<file path="config.mk">
export PLATFORM = sky130hd
export DESIGN_NAME = chunked_adder_sub
export DESIGN_NICKNAME = d
export VERILOG_FILES = /design/src/rtl/chunked_adder_sub.sv
export SDC_FILE = /design/constraint.sdc
export NUM_CORES = 1
export LEC_CHECK = 0
export ABC_AREA = 0
export CAP_MARGIN = 10
export CORE_MARGIN = 2
export CORE_UTILIZATION = 51
export CTS_CLUSTER_DIAMETER = 200
export DETAILED_ROUTE_END_ITERATION = 12
export GPL_TIMING_DRIVEN = 0
export MAX_ROUTING_LAYER = met4
export PLACE_DENSITY = 0.8
export SYNTH_ARGS = -nofsm -noshare
export SYNTH_HDL_FRONTEND = slang
export SYNTH_SLANG_ARGS = --single-unit
</file>
<file path="constraint.sdc">
create_clock -name clk -period 5.52 [get_ports clk]
set_clock_uncertainty 0.15 [all_clocks]
set_input_delay 1.104 -clock clk [delete_from_list [all_inputs] [get_ports clk]]
set_output_delay 1.104 -clock clk [all_outputs]
set_load 0.02 [all_outputs]
</file>
<file path="src/rtl/chunked_adder_sub.sv">
// Chunk-serial adder/subtractor: WIDTH-bit add/sub computed CHUNK bits per
// clock with a registered inter-chunk carry. Start/done handshake, flags.
module chunked_adder_sub #(
    parameter int WIDTH = 32,
    parameter int CHUNK = 8
) (
    input  logic             clk,
    input  logic             reset,
    input  logic             start,
    input  logic             sub,
    input  logic [WIDTH-1:0] a,
    input  logic [WIDTH-1:0] b,
    input  logic             carry_in,
    output logic             busy,
    output logic             done,
    output logic [WIDTH-1:0] sum,
    output logic             carry_out,
    output logic             overflow,
    output logic             zero
);

    localparam int NCH = WIDTH / CHUNK;
    localparam int IW  = (NCH > 1) ? $clog2(NCH) : 1;
    localparam logic [WIDTH-1:0] CMASK = WIDTH'({CHUNK{1'b1}});

    typedef enum logic {
        S_IDLE,
        S_RUN
    } state_t;

    state_t           r_state;
    state_t           w_state_nxt;
    logic [WIDTH-1:0] r_a;
    logic [WIDTH-1:0] r_b;
    logic [WIDTH-1:0] r_sum;
    logic             r_c;
    logic [IW-1:0]    r_idx;
    logic             r_done;
    logic             r_cout;
    logic             r_ovf;
    logic             r_zero;

    logic [31:0]      w_base;
    logic [CHUNK-1:0] w_a_ch;
    logic [CHUNK-1:0] w_b_ch;
    logic [CHUNK:0]   w_ch;
    logic [WIDTH-1:0] w_sum_nxt;
    logic             w_last;
    logic             w_cin_msb;

    // Select the active chunk and add it with the registered carry.
    always_comb begin
        w_base    = 32'(r_idx) * 32'(CHUNK);
        w_a_ch    = CHUNK'(r_a >> w_base);
        w_b_ch    = CHUNK'(r_b >> w_base);
        w_ch      = {1'b0, w_a_ch} + {1'b0, w_b_ch} + {{CHUNK{1'b0}}, r_c};
        w_sum_nxt = (r_sum & ~(CMASK << w_base))
                  | (WIDTH'(w_ch[CHUNK-1:0]) << w_base);
        w_last    = (r_idx == IW'(NCH - 1));
        // Carry into the MSB recovered from the MSB's sum bit.
        w_cin_msb = r_a[WIDTH-1] ^ r_b[WIDTH-1] ^ w_ch[CHUNK-1];
    end

    // State register.
    always_ff @(posedge clk) begin
        if (reset) begin
            r_state <= S_IDLE;
        end else begin
            r_state <= w_state_nxt;
        end
    end

    // Next-state logic: start launches a run, last chunk ends it.
    always_comb begin
        w_state_nxt = r_state;
        unique case (r_state)
            S_IDLE: if (start)  w_state_nxt = S_RUN;
            S_RUN:  if (w_last) w_state_nxt = S_IDLE;
            default:            w_state_nxt = S_IDLE;
        endcase
    end

    // Operand capture, per-chunk accumulation and final flags.
    always_ff @(posedge clk) begin
        if (reset) begin
            r_a    <= '0;
            r_b    <= '0;
            r_sum  <= '0;
            r_c    <= 1'b0;
            r_idx  <= '0;
            r_done <= 1'b0;
            r_cout <= 1'b0;
            r_ovf  <= 1'b0;
            r_zero <= 1'b0;
        end else begin
            r_done <= 1'b0;
            unique case (r_state)
                S_IDLE: begin
                    if (start) begin
                        r_a    <= a;
                        r_b    <= sub ? ~b : b;
                        r_c    <= sub ? ~carry_in : carry_in;
                        r_idx  <= '0;
                        r_sum  <= '0;
                        r_cout <= 1'b0;
                        r_ovf  <= 1'b0;
                        r_zero <= 1'b0;
                    end
                end
                S_RUN: begin
                    r_sum <= w_sum_nxt;
                    r_c   <= w_ch[CHUNK];
                    r_idx <= r_idx + IW'(1);
                    if (w_last) begin
                        r_done <= 1'b1;
                        r_cout <= w_ch[CHUNK];
                        r_ovf  <= w_cin_msb ^ w_ch[CHUNK];
                        r_zero <= (w_sum_nxt == '0);
                    end
                end
                default: begin
                    r_done <= 1'b0;
                end
            endcase
        end
    end

    assign busy      = (r_state == S_RUN);
    assign done      = r_done;
    assign sum       = r_sum;
    assign carry_out = r_cout;
    assign overflow  = r_ovf;
    assign zero      = r_zero;

endmodule
</file>
==> results.py <==
metrics = {
    "status": {
        "status": "complete, no violations",
    },
    "final_layout": {
        "layout_commonest_cell": "dfxtp_1",
        "drive_gt1_frac": 0.08498,
        "area_growth_pct": 27.85,
        "num-nets-final": 736,
        "final_cell_mix": "dfxtp_1 (104), clkdlybuf4s50_1 (103), nor2_1 (79), nand2_1 (69), a21oi_1 (51)",
        "antenna_cells": 0,
    },
    "min_path": {
        "hp-start": "r_a[21]",
        "holdCritPathClass": "flop to flop",
    },
    "pwr": {
        "p_leak_nw": 2.246,
        "ir_worst_vdd_mv": 0.1514,
        "power_density_nw_per_um2": 262.5,
    },
    "global_route": {
        "grt_pass1_vias": 4310,
        "grt_use_total": 0.2794,
        "overflow": 0,
        "grt_max_degree": 17,
        "antenna_found_initial": 0,
        "grt_pass1_wl_mm": 21.72,
    },
    "critical_path": {
        "cp_common_cell": "fa_1",
        "crit_start": "r_idx[0]",
        "crit_family": "simple AND/OR/NAND/NOR gates",
        "worstSetupEndpointType": "flop",
        "required_ns": 5.66,
        "slowest_delay_ns": 0.65,
        "crit_chain": "buf_1 -> mux4_2 -> fa_1 -> fa_1 -> nand2b_1 -> a31oi_1 -> or4_1 -> nor4_2 -> nand4bb_1 -> o31ai_2",
        "crit_fanout": 10,
        "critical-path-slowest-cell": "buf_1",
        "cp-start-kind": "flop",
        "cp.buffers_inverters": 1,
        "path_class": "flop to flop",
        "r2r-start": "r_idx[0]",
        "crit_arrival_ns": 4.63,
    },
    "sta": {
        "tightest_slew_ns": 0.8034,
        "setup_viol": 0,
        "rsz0062_at_grt": "false",
        "holdWs_ns": 0.3111,
        "hold_viol": 0,
        "max_clock_freq_mhz": 222.6,
        "max_slew_margin": 0.4644,
        "timing.final.max_slew_violations": 0,
        "finalSetupTns_ns": 0,
        "min_period_over_period": 0.8138,
        "min_period_ns": 4.492,
    },
    "clocking": {
        "postCtsSetupBuffers": 0,
        "clockBufferDepth": 2,
        "cts_buffers": 9,
        "tritoncts": "done",
        "path_clk_slew_ns": 0.10,
        "cts.sinks": 104,
        "cts_root_buf": "clkbuf_8",
        "cts.repair.resized": 0,
        "cts_max_level": 3,
        "ctsHoldBuffers": 0,
        "clock_latency_ns": 0.37,
    },
    "floorplanning": {
        "core-area_um2": 9284,
        "die_x_um": 102.1,
        "io_pins": 106,
        "die_h_um": 102.1,
        "die_area_um2": 10430,
        "row_count": 35,
        "start_util": 0.5288,
    },
    "synthesis": {
        "syn_avg_cell_area_um2": 9.092,
        "synth_fa_ha_area_frac": 0.03619,
        "ys.flop_type": "dfxtp_1",
        "syn_inst": 540,
        "synthSimpleGateAreaFrac": 0.1687,
        "synthArstFlopShare": 0,
        "synthesis.area_um2": 4910,
        "synth-compound-area-share": 0.1906,
        "ys_ff_latch": 104,
        "synthMuxAreaShare": 0.07339,
        "synth_top_family_by_area": "compound AO/OA/AOI/OAI gates",
        "ys_seq_area_frac": 0.4241,
        "synth_cell_types": 51,
        "synthesis.nets": 622,
        "yosys_warnings": 0,
        "synth_edf_count": 0,
        "synth_xor_area_frac": 0.06779,
    },
    "drt": {
        "viasPerCell": 5.680,
        "vias": 4476,
        "post_drt_wl_per_cell_um": 17.27,
        "final_antenna_net_count": 0,
        "drtIter0Drc": 259,
        "drt_pass1_iterations": 5,
        "totalWireLength_mm": 13.61,
        "route.detailed.drc": 0,
    },
    "placement": {
        "gp_congestion": 0.9630,
        "dp_hpwl_mm": 10.23,
        "io_buffers": 103,
    },
    "job": {
        "maxCapViolCount": 0,
    },
}
==> layer usage <==
metal,GRT usage,part of all wire,vias to the layer above
met2,0.4681,0.50,157
met1,0.3377,0.42,2142
met5,-,0,-
li1,-,-,2145
met3,0.05198,0.054,32
met4,0.09949,0.027,0
==> cell usage after synthesis, drive strengths merged (2+ instances only) <==
cell type,n,area [um^2]
a211oi,38,295.3
a21o,3,22.52
a21oi,51,255.2
a22oi,28,210.2
a31oi,2,12.51
and2,2,13.77
buf,14,73.82
clkbuf,23,96.34
dfxtp,104,2082
fa,2,40.04
ha,11,137.6
inv,6,22.52
mux4,16,360.4
nand2,69,259.0
nand2b,3,18.77
nand3,2,10.01
nand3b,2,15.01
nand4,2,12.51
nor2,80,302.8
nor2b,2,12.51
nor3,11,65.06
nor4,4,43.80
o211ai,2,15.01
o21ai,5,25.02
o21bai,2,15.01
o221ai,2,23.77
o22ai,2,12.51
or3b,2,17.52
or4,2,15.01
xnor2,36,315.3
xor2,2,17.52
==> area by class of cell <==
type / instances / area (um^2)
plain buffers: 37 / 170.2
clock buffers: 12 / 145.1
clock inverters: 4 / 30.03
fillers: 791 / 3007
inverters: 6 / 22.52
multi-input cells: 393 / 2635
flip-flops and latches: 104 / 2082
well taps: 129 / 161.4
repair buffers: 103 / 1031
==> logic make-up (layout without fill, tap and decap cells) <==
group | after synthesis | in the layout
XOR/XNOR | 38 | 38
buffers and inverters | 43 | 162
flip-flops | 104 | 104
adder cells (fa/ha/maj) | 13 | 13
AND/OR/NAND/NOR | 186 | 186
AO/OA/AOI/OAI | 140 | 140
multiplexers | 16 | 16
==> worst min-delay path, stage by stage (launching register included) <==
cell and delay [ns]:
dfxtp_1 0.32, nand2_1 0.05, a21oi_1 0.05
==> state kept, by name, indices dropped and copies added, names as in the netlist <==
register and count:
done 1, r_c 1, r_idx 2, sum 32, carry_out 1, busy 1
zero 1, r_b 32, r_a 32, overflow 1
==> report_power, final <==
part / internal (mW) / leakage, nW / total, mW / switching (mW)
clock: 0.178 / 0.0866 / 0.442 / 0.264
sequential: 0.793 / 0.852 / 0.819 / 0.0266
combinational: 0.171 / 1.31 / 0.386 / 0.216
total: 1.14 / 2.25 / 1.65 / 0.506
==> through the flow <==
| stage | area [um^2] | total power, mW | setup WS, ns | util | std cells |
|---|---|---|---|---|---|
| floorplan | 4910 | 1.070 | 1.652 | - | 540 |
| global placement | 6102 | 1.212 | 0.9268 | 0.6573 | 772 |
| detailed placement | 6102 | 1.220 | 0.9827 | 0.6573 | 772 |
| CTS | 6277 | 1.647 | 0.9569 | 0.6761 | 788 |
| global route | 6277 | 1.717 | 0.7503 | 0.6761 | 788 |
| finish | 6277 | 1.648 | 1.028 | 0.6761 | 788 |
==> path summary, 6_finish.rpt <==
path | end | slack [ns] | cells past startpoint
worst max-delay path | zero | 1.03 | 10
worst min-delay path | r_a[21] | 0.31 | 2
worst max register to register | zero | 1.03 | 10
worst min register to register | r_a[21] | 0.31 | 2
No activity file was read; power rests on OpenSTA's default activity.
